==> src/rtl/uart_rx_fifo.sv <==
// 16x-oversampling UART receiver (8N1) feeding a first-word-fall-through byte FIFO.
// Define UART_RX_PARITY_EN for 8E1 frames with a sticky io_parity_error output.
module uart_rx_fifo #(
  parameter int unsigned CLOCK_FREQ = 100_000_000,
  parameter int unsigned BAUD_RATE  = 115_200,
  parameter int unsigned FIFO_DEPTH = 8
) (
  input  logic                          clock,
  input  logic                          reset,
  input  logic                          io_rxd,
  output logic                          io_out_valid,
  input  logic                          io_out_ready,
  output logic [7:0]                    io_out_bits,
  output logic [$clog2(FIFO_DEPTH):0]   io_count,
  output logic                          io_overflow,
  output logic                          io_frame_error,
`ifdef UART_RX_PARITY_EN
  output logic                          io_parity_error,
`endif
  input  logic                          io_clear
);

  localparam int unsigned DIV_RAW = (CLOCK_FREQ + 8 * BAUD_RATE) / (16 * BAUD_RATE);
  localparam int unsigned DIV     = (DIV_RAW < 1) ? 1 : DIV_RAW;
  localparam int unsigned PW      = (DIV > 1) ? $clog2(DIV) : 1;
  localparam int unsigned AW      = $clog2(FIFO_DEPTH);
  localparam int unsigned CW      = AW + 1;

  typedef enum logic [2:0] {
    S_IDLE,
    S_START,
    S_DATA,
`ifdef UART_RX_PARITY_EN
    S_PARITY,
`endif
    S_STOP,
    S_BREAK
  } state_t;

  state_t          r_state, w_state_next;
  logic            r_sync1, r_sync2;
  logic [PW-1:0]   r_prescale;
  logic [3:0]      r_tick, w_tick_next;
  logic [2:0]      r_bit, w_bit_next;
  logic [7:0]      r_shift, w_shift_next;
  logic            w_line, w_tick, w_push, w_ferr_set;
`ifdef UART_RX_PARITY_EN
  logic            r_par_ok, w_par_ok_next, w_perr_set, r_perr;
`endif

  logic [7:0]      r_mem [FIFO_DEPTH];
  logic [AW-1:0]   r_rd_ptr, r_wr_ptr, w_rd_next;
  logic [CW-1:0]   r_count, w_count_next;
  logic [7:0]      r_out_bits, w_head_next;
  logic            r_valid, r_ovf, r_ferr;
  logic            w_full, w_pop, w_push_ok, w_ovf_set;

  assign w_line = r_sync2;
  assign w_tick = (r_state != S_IDLE) && (r_state != S_BREAK) &&
                  (r_prescale == PW'(DIV - 1));

  // State register
  always_ff @(posedge clock) begin
    if (!reset) r_state <= S_IDLE;
    else        r_state <= w_state_next;
  end

  // Next-state and receive-path strobes; every sample point is mid-bit
  always_comb begin
    w_state_next = r_state;
    w_tick_next  = r_tick;
    w_bit_next   = r_bit;
    w_shift_next = r_shift;
    w_push       = 1'b0;
    w_ferr_set   = 1'b0;
`ifdef UART_RX_PARITY_EN
    w_par_ok_next = r_par_ok;
    w_perr_set    = 1'b0;
`endif
    case (r_state)
      S_IDLE: begin
        if (!w_line) begin
          w_state_next = S_START;
          w_tick_next  = 4'd0;
        end
      end
      S_START: begin
        if (w_tick) begin
          if (r_tick == 4'd7) begin
            w_tick_next = 4'd0;
            w_bit_next  = 3'd0;
            w_state_next = w_line ? S_IDLE : S_DATA;
          end else begin
            w_tick_next = r_tick + 4'd1;
          end
        end
      end
      S_DATA: begin
        if (w_tick) begin
          w_tick_next = r_tick + 4'd1;
          if (r_tick == 4'd15) begin
            w_shift_next = {w_line, r_shift[7:1]};
            w_bit_next   = r_bit + 3'd1;
            if (r_bit == 3'd7) begin
`ifdef UART_RX_PARITY_EN
              w_state_next = S_PARITY;
`else
              w_state_next = S_STOP;
`endif
            end
          end
        end
      end
`ifdef UART_RX_PARITY_EN
      S_PARITY: begin
        if (w_tick) begin
          w_tick_next = r_tick + 4'd1;
          if (r_tick == 4'd15) begin
            w_par_ok_next = ~(^{r_shift, w_line});
            w_perr_set    = ^{r_shift, w_line};
            w_state_next  = S_STOP;
          end
        end
      end
`endif
      S_STOP: begin
        if (w_tick) begin
          w_tick_next = r_tick + 4'd1;
          if (r_tick == 4'd15) begin
            if (w_line) begin
`ifdef UART_RX_PARITY_EN
              w_push = r_par_ok;
`else
              w_push = 1'b1;
`endif
              w_state_next = S_IDLE;
            end else begin
              w_ferr_set   = 1'b1;
              w_state_next = S_BREAK;
            end
          end
        end
      end
      S_BREAK: begin
        if (w_line) w_state_next = S_IDLE;
      end
      default: w_state_next = S_IDLE;
    endcase
  end

  // Synchronizer, prescaler and receive datapath
  always_ff @(posedge clock) begin
    if (!reset) begin
      r_sync1    <= 1'b1;
      r_sync2    <= 1'b1;
      r_prescale <= '0;
      r_tick     <= '0;
      r_bit      <= '0;
      r_shift    <= '0;
    end else begin
      r_sync1 <= io_rxd;
      r_sync2 <= r_sync1;
      if (r_state == S_IDLE || r_state == S_BREAK || w_tick) r_prescale <= '0;
      else                                                   r_prescale <= r_prescale + PW'(1);
      r_tick  <= w_tick_next;
      r_bit   <= w_bit_next;
      r_shift <= w_shift_next;
    end
  end

  assign w_full    = (r_count == CW'(FIFO_DEPTH));
  assign w_pop     = r_valid && io_out_ready;
  assign w_push_ok = w_push && (!w_full || w_pop);
  assign w_ovf_set = w_push && w_full && !w_pop;
  assign w_rd_next = w_pop ? r_rd_ptr + AW'(1) : r_rd_ptr;

  // Head byte is registered, so bypass the memory when the push lands on the new head slot
  always_comb begin
    w_head_next = r_mem[w_rd_next];
    if (w_push_ok && (r_wr_ptr == w_rd_next)) w_head_next = r_shift;
    case ({w_push_ok, w_pop})
      2'b10:   w_count_next = r_count + CW'(1);
      2'b01:   w_count_next = r_count - CW'(1);
      default: w_count_next = r_count;
    endcase
  end

  always_ff @(posedge clock) begin
    if (w_push_ok) r_mem[r_wr_ptr] <= r_shift;
  end

  // FIFO control and sticky flags; a set event wins over io_clear
  always_ff @(posedge clock) begin
    if (!reset) begin
      r_rd_ptr   <= '0;
      r_wr_ptr   <= '0;
      r_count    <= '0;
      r_valid    <= 1'b0;
      r_out_bits <= '0;
      r_ovf      <= 1'b0;
      r_ferr     <= 1'b0;
    end else begin
      r_rd_ptr   <= w_rd_next;
      if (w_push_ok) r_wr_ptr <= r_wr_ptr + AW'(1);
      r_count    <= w_count_next;
      r_valid    <= (w_count_next != '0);
      r_out_bits <= w_head_next;
      r_ovf      <= w_ovf_set  ? 1'b1 : (io_clear ? 1'b0 : r_ovf);
      r_ferr     <= w_ferr_set ? 1'b1 : (io_clear ? 1'b0 : r_ferr);
    end
  end

`ifdef UART_RX_PARITY_EN
  always_ff @(posedge clock) begin
    if (!reset) begin
      r_par_ok <= 1'b1;
      r_perr   <= 1'b0;
    end else begin
      r_par_ok <= w_par_ok_next;
      r_perr   <= w_perr_set ? 1'b1 : (io_clear ? 1'b0 : r_perr);
    end
  end
  assign io_parity_error = r_perr;
`endif

  assign io_out_valid   = r_valid;
  assign io_out_bits    = r_out_bits;
  assign io_count       = r_count;
  assign io_overflow    = r_ovf;
  assign io_frame_error = r_ferr;

endmodule

==> config.mk <==
export PLATFORM = sky130hd
export DESIGN_NAME = uart_rx_fifo
export DESIGN_NICKNAME = d
export VERILOG_FILES = /design/src/rtl/uart_rx_fifo.sv
export SDC_FILE = /design/constraint.sdc
export NUM_CORES = 1
export LEC_CHECK = 0
export BUFFER_PORTS_ARGS = -buffer_cell sky130_fd_sc_hd__buf_2
export CORE_UTILIZATION = 45
export DETAILED_ROUTE_END_ITERATION = 12
export SYNTH_ARGS = -nofsm -noshare
export SYNTH_HDL_FRONTEND = slang
export SYNTH_SLANG_ARGS = --single-unit
==> constraint.sdc <==
create_clock -name clock -period 9.3 [get_ports clock]
set_input_delay 1.395 -clock clock [delete_from_list [all_inputs] [get_ports clock]]
set_output_delay 1.395 -clock clock [all_outputs]
set_load 0.005 [all_outputs]
==> impl_results.md, run 1 <==
- Peak Freq: 237 MHz
- Antenna violations before repair: 0
- Final ANT Viol Nets: 0
- PostCTS Resize Cnt: 0
- FF+latch count, synth: 111
- Placer Congestion: 0.759
- Final setup TNS: 0 ns
- H-tree levels: 3
- DR iter-0 viols: 103
- Initial Utilization: 46.9%
- Hold Path Class: reg -> reg
- Final-stage net count: 404
- Ports: 20
- Via/cell ratio: 5.46
- Layout cell share with drive strength beyond 1: 14.7%
- Reg area: 2860 µm²
- Port buffer count: 19
- Clock slew at reported path FFs: 0.11 ns
- Critical path class: in -> reg
- Placed insts: 514
- Flop pwr share: 63.7%
- Status: finished clean
- Worst endpoint required time: 9.55 ns
- Pwr/cell area: 152 nW/µm²
- Most frequent cell after synthesis: edfxtp_1
- Final Hold Viols: 0
- First-pass GRT wire length: 14.4 mm
- Hold-fix buffer count after cts: 0
- Routed vias: 2,895
- Post-synthesis async set-or-reset flop share: 0%
- Max Cap Viol: 0
- Synth Net Count: 388
- Synth Cell Area: 4890 µm²
- Combinational Power Share: 1.5%
- Footprint of the multi-input gates: 1940 µm²
- Register area share after synthesis: 58.5%
- Routed WL: 8.82 mm
- Unique masters post-synth: 56
- VDD IR max: 0.0000728 V
- CORE AREA: 10,400 µm²
- Routed len/inst: 16.6 µm
- Slew @ Worst Pin: 1.00 ns
- Die Wd: 106 µm
- DP Wirelength: 5.65 mm
- Mapped Cells: 373
- Final Skew: 0.00910 ns
- Die ar.: 11,300 µm²
- Finished Layout Cells: 530
- Clk buf depth: 2
- Internal: 0.627 mW
- Crit Path Max Fanout: 16
- Critical Path End Type: flip-flop
- Ranking of synthesized cells by area: edfxtp_1 39%, dfxtp_1 19%, mux2i_1 7.8%, mux4_1 3.2%, ha_1 2.6%
- CTS sink count: 111
- CTS root buf: clkbuf_8
- Final Cycle Share: 45.3%
- Congestion Overflow GR: 0
- Headroom to the max-slew limit: 32.9%
- ANT cells: 0
- Filler cells: 897
- Leak: 2.04 nW
- Post-CTS setup buffer count: 0
- Worst EP arrival: 4.47 ns
- CP Launch Type: input pin
- CTS buffer count: 9
- Pre-antenna DRT Iters: 4
- Portion of total power attributed to the clock network: 34.8%
- Post-synth top cells: 64 x edfxtp_1, 47 x dfxtp_1, 38 x mux2i_1, 19 x nor2_1, 19 x nor2b_1
- Gr usage total: 16.8%
- Max Slew Vio Count: 0
- Residual DRC: 0
- Post-synth EDFFs: 64
- Die height: 106 µm
- RSZ-0062 raised after global routing: no
- Clock latency on the worst-skew pair: 0.37 ns
- Vias in the first global route: 2,788
- Switching Power: 0.184 mW
- Switching share of total power: 22.7%
- Syn. warnings: 0
- Largest net degree at the start of global routing: 45
- Synth Area per Inst: 13.1 µm²
- Area grow syn2layout: 8.78%
- Primary FF master, synth: edfxtp_1
- Synth top area share: 39.3%
- Final setup fails: 0
- CTS tree: yes
- FP Rows: 37
- Area leader, netlist: edfxtp_1
- Tmin final: 4.21 ns
worst max-delay path, stage by stage:
cell and delay (ns):
buf_2 0.10, and2_1 0.29, o41a_1 0.49, nand2_1 0.53, ha_1 0.38, xor2_1 0.10, ha_1 0.18, a21oi_1 0.15
xnor2_1 0.16, a21boi_0 0.14, o41ai_1 0.43, nand3_1 0.12
stage by stage:
stage               worst slack, ns  utilization [%]  hold WS, ns  total power, mW  instance area [µm²]
finish                         5.09             51.1        0.424            0.811                 5320
global route                   4.78             51.1        0.455            0.842                 5320
CTS                            5.10             51.1        0.432            0.820                 5320
detailed placement             4.71             49.2        0.402            0.540                 5120
global placement               4.87             49.2        0.396            0.540                 5120
floorplan                      5.32                -        0.386            0.537                 4890
routing by layer:
| layer | track usage [%] | up-vias | part of all wire, % |
|---|---|---|---|
| met1 | 23.5 | 1418 | 48 |
| li1 | - | 1425 | - |
| met4 | 7.04 | 0 | 1.2 |
| met2 | 26.1 | 44 | 47 |
| met3 | 2.27 | 8 | 3.0 |
| met5 | 0 | - | 0 |
layout make-up:
class                      count  share of cell area (%)
clock inverter                 7                    1.36
clock buffer                   9                    2.33
timing repair buffer          24                    2.49
inverter                       4                   0.282
sequential                   111                    53.8
multi-input combinational    239                    36.5
tap                          136                    3.20
final timing paths:
| kind | from | to | slack [ns] | cells past startpoint |
|---|---|---|---|---|
| max | io_out_ready | io_out_valid | 5.09 | 12 |
| max reg2reg | r_prescale[0] | io_out_valid | 5.50 | 12 |
| min reg2reg | r_sync1 | r_sync2 | 0.42 | 1 |
| min | r_sync1 | r_sync2 | 0.42 | 1 |
cell families (layout without fill, tap and decap cells):
logic type               count (synthesis)  count (layout)  synth area share (%)
flip-flops                             111             111                  58.5
AND/OR/NAND/NOR                        119             119                  14.0
AO/OA/AOI/OAI                           47              47                  6.50
buffers and inverters                   23              44                  2.20
multiplexers                            50              50                  13.1
XOR/XNOR                                13              13                  3.05
adder cells (fa/ha/maj)                 10              10                  2.56
layout by cell type (no fill, tap or decap), types with 6 or more instances in the layout:
master    Yosys  layout
edfxtp_1     64      64
dfxtp_1      47      47
mux2i_1      38      38
nor2_1       19      19
nor2b_1      19      19
buf_2         5      19
nand2_1      18      18
a21oi_1      15      15
nand2b_1     11      11
nand3_1      10      10
ha_1         10      10
clkbuf_8      0       9
o31ai_1       8       8
and2_1        7       7
xnor2_1       7       7
mux4_1        6       6
registers in the layout, indices dropped and copies added, names as in the netlist, 4 cells and up:
signal and cells:
io_count 4, io_out_bits 8, r_mem 64, r_prescale 6, r_shift 8, r_tick 4
power groups by stage:
stage / Sequential, mW / Clock [mW] / Combinational, mW
finish: 0.517 / 0.282 / 0.0124
global route: 0.517 / 0.311 / 0.0139
CTS: 0.517 / 0.291 / 0.0126
detailed placement: 0.528 / 0 / 0.0126
floorplan: 0.527 / 0 / 0.00965
global placement: 0.528 / 0 / 0.0124
(Power assumes the default switching activity.)
==> inputs of run 2 (changes only) <==
Clock period 9.3 ns to 4.4 ns, I/O delays scaled along.
==> run 2 against run 1 <==
  * Final cell count up 0.57%
  * Routed wire length up 0.32%
  * Clock power up 98%
  * Largest power group unchanged
  * Clock skew down 0.00094 ns
  * Global-route usage up 0.29 points
  * Sequential cell count unchanged
  * Sequential power up 110%
  * Die area unchanged
  * Critical path depth unchanged
  * Worst hold slack worse by 0.0018 ns
  * Largest cell class unchanged
  * Sequential share of layout area about the same
==> impl_results.md, run 2 (synthesis results as in run 1) <==
- Largest net degree at the start of global routing: 45
- Largest register FFs: 64
- Critical Path End Type: flip-flop
- ANT cells: 0
- FP Rows: 37
- Max Cap Viol: 0
- Congestion Overflow GR: 0
- Max Slew Vio Count: 0
- Critical path class: reg -> reg
- Final-stage net count: 407
- Final setup TNS: 0 ns
- Final ANT Viol Nets: 0
- Hold Path Class: reg -> reg
- CORE AREA: 10,400 µm²
- Total power: 1.68 mW
- Switching Power: 0.366 mW
- Via/cell ratio: 5.37
- Worst endpoint required time: 4.65 ns
- Die height: 106 µm
- Reg-to-reg startpoint: r_prescale[0]
- Commonest non-fill, non-tap cell in the layout: edfxtp_1
- Pwr/cell area: 315 nW/µm²
- Internal: 1.31 mW
- CTS sink count: 111
- First-pass GRT wire length: 14.5 mm
- Die ar.: 11,300 µm²
- Leak: 2.04 nW
- Worst EP arrival: 3.46 ns
- Initial Utilization: 46.9%
- Clock slew at reported path FFs: 0.10 ns
- Die Wd: 106 µm
- CTS root buf: clkbuf_8
- Placed inst area: 5140 µm²
- Switching share of total power: 21.9%
- Routed vias: 2,861
- VDD IR max: 0.000137 V
- Placer Congestion: 0.774
- Slew @ Worst Pin: 0.951 ns
- Final setup fails: 0
- Final Cycle Share: 72.8%
- Antenna violations before repair: 0
- Status: finished clean
- Final Hold Viols: 0
- Ports: 20
- CP Launch Type: flip-flop
- Final Skew: 0.00816 ns
- Residual DRC: 0
- CTS tree: yes
- Largest register by flop count: r_mem
- Hold_sp: r_sync1
- Flop pwr share: 65.2%
- Port buffer count: 19
- Most frequent cells in the layout: 64 x edfxtp_1, 47 x dfxtp_1, 38 x mux2i_1
- Clock latency on the worst-skew pair: 0.37 ns
- Tmin final: 3.21 ns
- Vias in the first global route: 2,747
- Layout cell share with drive strength beyond 1: 14.9%
- Pre-antenna DRT Iters: 4
- Post-CTS setup buffer count: 0
- Portion of total power attributed to the clock network: 33.3%
- DP Wirelength: 5.60 mm
- CTS buffer count: 9
- Clk buf depth: 2
- RSZ-0062 raised after global routing: no
- Worst setup path start: r_prescale[0]
- Hold-fix buffer count after cts: 0
- DR iter-0 viols: 109
- Gr usage total: 17.0%
- Layout Cell Area excl Fill: 5320 µm²
- Combinational Power Share: 1.6%
- Headroom to the max-slew limit: 36.4%
- Crit Path Max Fanout: 5
- Area grow syn2layout: 8.70%
- Routed WL: 8.85 mm
- PostCTS Resize Cnt: 0
- Routed len/inst: 16.6 µm
- H-tree levels: 3
- Peak Freq: 312 MHz
run 2: per-layer routing:
metal / global-route usage [%] / vias to the layer above / share of wire (%)
li1: - / 1419 / -
met1: 23.7 / 1398 / 48
met2: 26.8 / 31 / 48
met3: 2.39 / 13 / 2.9
met4: 7.14 / 0 / 1.6
met5: 0 / - / 0
run 2: metrics by stage:
stage	hold slack [ns]	utilization, %	cells	setup slack [ns]
detailed placement	0.401	49.4	517	1.13
global route	0.463	51.0	533	0.843
floorplan	0.386	-	373	1.15
CTS	0.421	51.0	533	1.21
global placement	0.393	49.4	517	1.21
finish	0.422	51.0	533	1.19
run 2: final timing paths:
path	endpoint	slack, ns	depth (start not counted)
setup / recovery	io_out_valid	1.19	12
hold / removal	r_sync2	0.42	1
setup reg to reg	io_out_valid	1.19	12
hold reg to reg	r_sync2	0.42	1
run 2: power groups by stage:
stage / clock (mW) / combinational, mW / sequential [mW]
floorplan: 0 / 0.0204 / 1.11
finish: 0.558 / 0.0262 / 1.09
global route: 0.617 / 0.0293 / 1.09
CTS: 0.570 / 0.0264 / 1.09
global placement: 0 / 0.0263 / 1.12
detailed placement: 0 / 0.0262 / 1.12
run 2: final cells by class:
cell class | instances | area, µm²
Clock buffer | 10 | 128
Sequential cell | 111 | 2860
Timing Repair Buffer | 27 | 155
Fill cell | 902 | 5100
Tap cell | 136 | 170
Multi-Input combinational cell | 239 | 1940
Inverter | 4 | 15.0
Clock inverter | 6 | 42.5
run 2: worst max-delay path: stages, from the launching register on:
cell and delay [ns]:
dfxtp_1 0.39, ha_1 0.20, nand4_2 0.17, nor4_1 0.55, nand2_1 0.16, ha_1 0.31, xor2_1 0.16, ha_1 0.18
a21oi_1 0.15, xnor2_1 0.15, a21boi_0 0.13, o41ai_1 0.39, nand3_1 0.12
